### config.mk
export PLATFORM = sky130hd
export DESIGN_NAME = banco_registros_sb_flat
export DESIGN_NICKNAME = d
export VERILOG_FILES = /design/src/rtl/banco_registros_sb_if.sv /design/src/rtl/banco_registros_sb.sv /design/src/flat_wrapper.sv
export SDC_FILE = /design/constraint.sdc
export NUM_CORES = 2
export LEC_CHECK = 0
export CORE_ASPECT_RATIO = 1.1
export CORE_MARGIN = 8
export CORE_UTILIZATION = 57
export DETAILED_ROUTE_END_ITERATION = 7
export PLACE_DENSITY_LB_ADDON = 0.12
export SKIP_CTS_REPAIR_TIMING = 1
export SLEW_MARGIN = 25
export SYNTH_ARGS = -nofsm -noshare
export SYNTH_HDL_FRONTEND = slang
export SYNTH_SLANG_ARGS = --single-unit
### constraint.sdc
create_clock -name clk -period 2.3 [get_ports clk]
set_input_delay 0.345 -clock clk [delete_from_list [all_inputs] [get_ports clk]]
set_output_delay 0.345 -clock clk [all_outputs]
set_load 0.05 [all_outputs]
### src/rtl/banco_registros_sb_if.sv
// Register file bus: write port, two read ports, scoreboard
// reservation and sequential clear control.
interface banco_registros_sb_if #(
  parameter int WIDTH  = 32,
  parameter int ADDR_W = 5
);
  logic              write_enable;
  logic [ADDR_W-1:0] write_reg;
  logic [WIDTH-1:0]  write_data;
  logic [ADDR_W-1:0] read_reg_1;
  logic [ADDR_W-1:0] read_reg_2;
  logic [WIDTH-1:0]  read_data_1;
  logic [WIDTH-1:0]  read_data_2;
  logic              reserve_en;
  logic [ADDR_W-1:0] reserve_reg;
  logic              ready_1;
  logic              ready_2;
  logic              clear_req;
  logic              clear_busy;

  modport master (
    output write_enable, write_reg, write_data,
    output read_reg_1, read_reg_2,
    output reserve_en, reserve_reg, clear_req,
    input  read_data_1, read_data_2,
    input  ready_1, ready_2, clear_busy
  );

  modport slave (
    input  write_enable, write_reg, write_data,
    input  read_reg_1, read_reg_2,
    input  reserve_en, reserve_reg, clear_req,
    output read_data_1, read_data_2,
    output ready_1, ready_2, clear_busy
  );
endinterface

### src/rtl/banco_registros_sb.sv
// Register file with write-first bypass, per-register pending
// scoreboard and a one-register-per-cycle sequential clear.
module banco_registros_sb #(
  parameter int WIDTH    = 32,
  parameter int ADDR_W   = 5,
  parameter int ZERO_REG = 1
) (
  input logic clk,
  input logic rst_n,
  banco_registros_sb_if.slave bus
);
  localparam int DEPTH = 2**ADDR_W;

  typedef enum logic {IDLE, CLEAR} state_t;

  state_t            state;
  logic [WIDTH-1:0]  mem [DEPTH];
  logic [DEPTH-1:0]  pend;
  logic [ADDR_W-1:0] cnt;

  logic idle;
  logic wr_ok;
  logic rsv_ok;
  logic z1, z2, byp1, byp2;

  assign idle   = (state == IDLE);
  assign wr_ok  = bus.write_enable & idle &
                  !(ZERO_REG != 0 && bus.write_reg == '0);
  assign rsv_ok = bus.reserve_en & idle &
                  !(ZERO_REG != 0 && bus.reserve_reg == '0);

  assign z1   = (ZERO_REG != 0) && (bus.read_reg_1 == '0);
  assign z2   = (ZERO_REG != 0) && (bus.read_reg_2 == '0);
  assign byp1 = wr_ok && (bus.write_reg == bus.read_reg_1);
  assign byp2 = wr_ok && (bus.write_reg == bus.read_reg_2);

  // z and byp are exclusive: wr_ok never targets r0 when hardwired
  always_comb begin
    bus.read_data_1 = mem[bus.read_reg_1];
    unique case (1'b1)
      z1:      bus.read_data_1 = '0;
      byp1:    bus.read_data_1 = bus.write_data;
      default: bus.read_data_1 = mem[bus.read_reg_1];
    endcase
  end

  always_comb begin
    bus.read_data_2 = mem[bus.read_reg_2];
    unique case (1'b1)
      z2:      bus.read_data_2 = '0;
      byp2:    bus.read_data_2 = bus.write_data;
      default: bus.read_data_2 = mem[bus.read_reg_2];
    endcase
  end

  assign bus.ready_1    = !pend[bus.read_reg_1] | byp1;
  assign bus.ready_2    = !pend[bus.read_reg_2] | byp2;
  assign bus.clear_busy = (state == CLEAR);

  always_ff @(posedge clk or negedge rst_n) begin
    if (!rst_n) begin
      for (int i = 0; i < DEPTH; i++) mem[i] <= '0;
      pend  <= '0;
      cnt   <= '0;
      state <= IDLE;
    end else begin
      unique case (state)
        IDLE: begin
          if (wr_ok) begin
            mem[bus.write_reg]  <= bus.write_data;
            pend[bus.write_reg] <= 1'b0;
          end
          // reserve after write: the newer producer wins
          if (rsv_ok) pend[bus.reserve_reg] <= 1'b1;
          if (bus.clear_req) begin
            state <= CLEAR;
            cnt   <= '0;
          end
        end
        CLEAR: begin
          mem[cnt]  <= '0;
          pend[cnt] <= 1'b0;
          cnt       <= cnt + 1'b1;
          if (cnt == ADDR_W'(DEPTH-1)) state <= IDLE;
        end
        default: state <= IDLE;
      endcase
    end
  end
endmodule

### src/flat_wrapper.sv
// flat-port wrapper written by rule: the top's interface ports become plain ports
module banco_registros_sb_flat 
#(
  parameter int WIDTH    = 32,
  parameter int ADDR_W   = 5,
  parameter int ZERO_REG = 1
)
  (clk, rst_n, bus_write_enable, bus_write_reg, bus_write_data, bus_read_reg_1, bus_read_reg_2, bus_reserve_en, bus_reserve_reg, bus_clear_req, bus_read_data_1, bus_read_data_2, bus_ready_1, bus_ready_2, bus_clear_busy);
  banco_registros_sb_if #(.WIDTH(WIDTH), .ADDR_W(ADDR_W)) bus_i ();
  input logic clk;
  input logic rst_n;
  input wire logic [$bits(bus_i.write_enable)-1:0] bus_write_enable;
  input wire logic [$bits(bus_i.write_reg)-1:0] bus_write_reg;
  input wire logic [$bits(bus_i.write_data)-1:0] bus_write_data;
  input wire logic [$bits(bus_i.read_reg_1)-1:0] bus_read_reg_1;
  input wire logic [$bits(bus_i.read_reg_2)-1:0] bus_read_reg_2;
  input wire logic [$bits(bus_i.reserve_en)-1:0] bus_reserve_en;
  input wire logic [$bits(bus_i.reserve_reg)-1:0] bus_reserve_reg;
  input wire logic [$bits(bus_i.clear_req)-1:0] bus_clear_req;
  output wire logic [$bits(bus_i.read_data_1)-1:0] bus_read_data_1;
  output wire logic [$bits(bus_i.read_data_2)-1:0] bus_read_data_2;
  output wire logic [$bits(bus_i.ready_1)-1:0] bus_ready_1;
  output wire logic [$bits(bus_i.ready_2)-1:0] bus_ready_2;
  output wire logic [$bits(bus_i.clear_busy)-1:0] bus_clear_busy;
  assign bus_i.write_enable = bus_write_enable;
  assign bus_i.write_reg = bus_write_reg;
  assign bus_i.write_data = bus_write_data;
  assign bus_i.read_reg_1 = bus_read_reg_1;
  assign bus_i.read_reg_2 = bus_read_reg_2;
  assign bus_i.reserve_en = bus_reserve_en;
  assign bus_i.reserve_reg = bus_reserve_reg;
  assign bus_i.clear_req = bus_clear_req;
  assign bus_read_data_1 = bus_i.read_data_1;
  assign bus_read_data_2 = bus_i.read_data_2;
  assign bus_ready_1 = bus_i.ready_1;
  assign bus_ready_2 = bus_i.ready_2;
  assign bus_clear_busy = bus_i.clear_busy;
  banco_registros_sb #(.WIDTH(WIDTH), .ADDR_W(ADDR_W), .ZERO_REG(ZERO_REG)) u_core (.clk(clk), .rst_n(rst_n), .bus(bus_i));
endmodule
==> results.cfg <==
[timing]
whs_ns = 0.2163
maxSlewViolCount = 0
rsz0062_at_grt = true
setup_ws_ns = -0.9381
finalSetupViolCount = 66
worstMarginPinSlew_ns = 0.6538
fin_crit_ns = 3.238
relSlewSlack_pct = 56.25
setup_tns_ns = -44.94
fmax_mhz = 308.8
period_share_pct = 140.8
final_hold_viol_count = 0
finClkSkew_ns = 0.01994

[worst_setup_path]
path_depth = 8
path_max_fanout = 2
cpMaxStageDelayCell = mux4_2
cp.required_ns = 1.96
worstPathCellList = buf_4 -> mux4_2 -> mux2i_1 -> buf_4 -> a22oi_2 -> nand4_1 -> nand2_2 -> buf_12
critPathMaxStageDelay_ns = 0.45
r2r_setup_slack_ns = 0.06
crit_type = reg -> out
path_buf_inv = 3
crit_arrival_ns = 2.89
crit_path_end = bus_read_data_2[22]
rr_worst_depth = 8
r2r-end = u_core.mem[184]
startpoint = u_core.mem[790]
crit_top_cell = buf_4
end_kind = primary output
cp-start-kind = flop
r2r_start = u_core.bus.clear_busy
critical_path.top_delay_family = multiplexers

[global_routing]
grt_usage_pct = 46.05
antenna_found_initial = 10
grt-ovfl-total = 0
grt_pass1_vias = 49540
grt_first_pass_wirelength_um = 356100
grt_max_degree = 90

[route]
wl_per_cell_um = 42.64
drc_errors = 18
vias_per_cell = 8.126
met1Wirelength_um = 82970
wl_met3_um = 40090
drtIter0Drc = 7927
wl_um = 253700
top_layer = met5
ant_nets = 0
dr_wl_met2_um = 107200
dr.pass1.iters = 8
vias = 48340

[place]
hpwl_um = 168200
globalplace.congestion = 0.9806
place_inst = 5681
portBuffers = 123

[logic_synthesis]
synth_cells = 3962
yosysTopAreaCellShare_pct = 48.05
yosysUniqueCellTypes = 50
synth_area_um2 = 55300
synth.net_count = 4024
yosysWarnings = 0
syn_area_per_cell_um2 = 13.96
synth-edff-count = 0
ys_seq_elements = 1062
synth_top_area_cell = dfrtp_1
synth.top_cells.by_area = dfrtp_1 (48%), mux4_2 (21%), a22o_1 (16%)
ys_seq_area_share_pct = 48.05
synth_top_flop_cell = dfrtp_1
synthArstFlopShare_pct = 100.0

[clock_tree]
cts-root-buf = clkbuf_16
cts_sinks = 1062
htreeDepth = 3
clk_latency_ns = 0.73
clockBufferDepth = 3
cts_tree = yes
clk_pin_slew_ns = 0.07
cts_buffers = 113

[worst_hold_path]
hold_path.class = in -> async

[cells_and_area]
nFillCells = 6024
seqCellArea_um2 = 26580
area_growth_pct = 30.55
multi_input_area_um2 = 28080
final_cells = 5949
drive_gt1_share_pct = 42.34
nets = 4622

[outcome]
violations = DRC, setup timing
status = finished with violations

[power_and_ir_drop]
power.density_nw_per_um2 = 784.0
peakVddDrop_mv = 0.7797
finalPower_mw = 56.61
power.leakage_nw = 32.59

[floorplan]
core-area_um2 = 96840
ios = 124
dieArea_um2 = 107300
initial_core_util_pct = 57.11
core.rowCount = 120
fp.dieH_um = 342.7
die_x_um = 313.0

[job]
maxCapViolations = 0
-- final cells by class --
type	instances	area share, %
tap	1281	2.220
clock buffer	158	4.554
multi-input combinational	2363	38.90
antenna	10	0.03466
inverter	6	0.03119
timing repair buffer	1014	16.14
sequential	1062	36.81
clock inverter	55	1.312
-- worst min path at each step --
stage                from                     to  slack, ns
detailed placement  rst_n        u_core.mem[842]       0.35
CTS                 rst_n        u_core.mem[842]      -0.42
floorplan           rst_n  u_core.bus.clear_busy       0.05
finish              rst_n        u_core.mem[842]       0.22
global placement    rst_n        u_core.mem[842]       0.35
global route        rst_n        u_core.mem[842]       0.23
-- cell families (layout without fill, tap and decap cells) --
kind of cell / after synthesis / after routing / share of synthesized area, %
multiplexers: 692 / 692 / 24.28
adder cells (fa/ha/maj): 5 / 5 / 0.1131
other: 0 / 10 / 0
AND/OR/NAND/NOR: 316 / 317 / 3.109
buffers and inverters: 538 / 1233 / 4.133
AO/OA/AOI/OAI: 1337 / 1337 / 20.12
XOR/XNOR: 12 / 12 / 0.1901
flip-flops: 1062 / 1062 / 48.05
-- report_power, final --
group | internal, mW | switching [mW]
Combinational | 6.16 | 7.66
Clock | 12.7 | 8.23
Sequential | 20.4 | 1.54
-- synth_stat cells (15+ instances only) --
master,instances
a211oi_1,47
o22ai_1,77
a21oi_1,66
mux2_2,15
nor2b_1,57
clkbuf_1,351
nor2_1,70
dfrtp_1,1062
buf_1,47
buf_4,32
mux4_2,518
mux2i_1,159
a32o_1,44
buf_2,99
and2_1,40
a22o_1,1024
nand2_1,51
a22oi_1,31
a31oi_1,20
-- worst register-to-register path, stage by stage (launching register included) --
cell and delay (ns):
dfrtp_2 0.48, buf_4 0.23, nor2b_2 0.22, nand3b_1 0.16
buf_12 0.19, nor2_4 0.24, a21oi_4 0.13, buf_4 0.25
a22o_1 0.21
-- layer usage --
metal | GRT usage (%) | vias up
met2 | 64.85 | 4974
met4 | 34.13 | 8
met3 | 19.96 | 1386
met5 | 1.408 | -
li1 | - | 17340
met1 | 56.08 | 24640
-- through the flow --
stage	util [%]	worst slack (ns)	area [µm²]
after floorplan	-	-0.1291	55840
after global placement	68.58	-0.8150	66410
after detailed placement	68.58	-0.8210	66410
after CTS	72.95	-1.009	70650
after global routing	74.53	-0.8976	72180
final	74.55	-0.9381	72200
-- sequential cells by signal (all words and copies together), names as in the netlist --
register / flops
u_core.bus.clear_busy: 1
u_core.cnt: 5
u_core.mem: 1024
u_core.pend: 32
-- cells in the final DEF, fill, tap and decap left out, drive strengths merged, types with 51 or more instances in the layout --
master and instances:
clkbuf 163, o22ai 77, buf 961, nor2b 57, mux2i 159, nor2 70
a21oi 66, nand2 51, dfrtp 1062, a22o 1024, mux4 518
(Power assumes the default switching activity.)
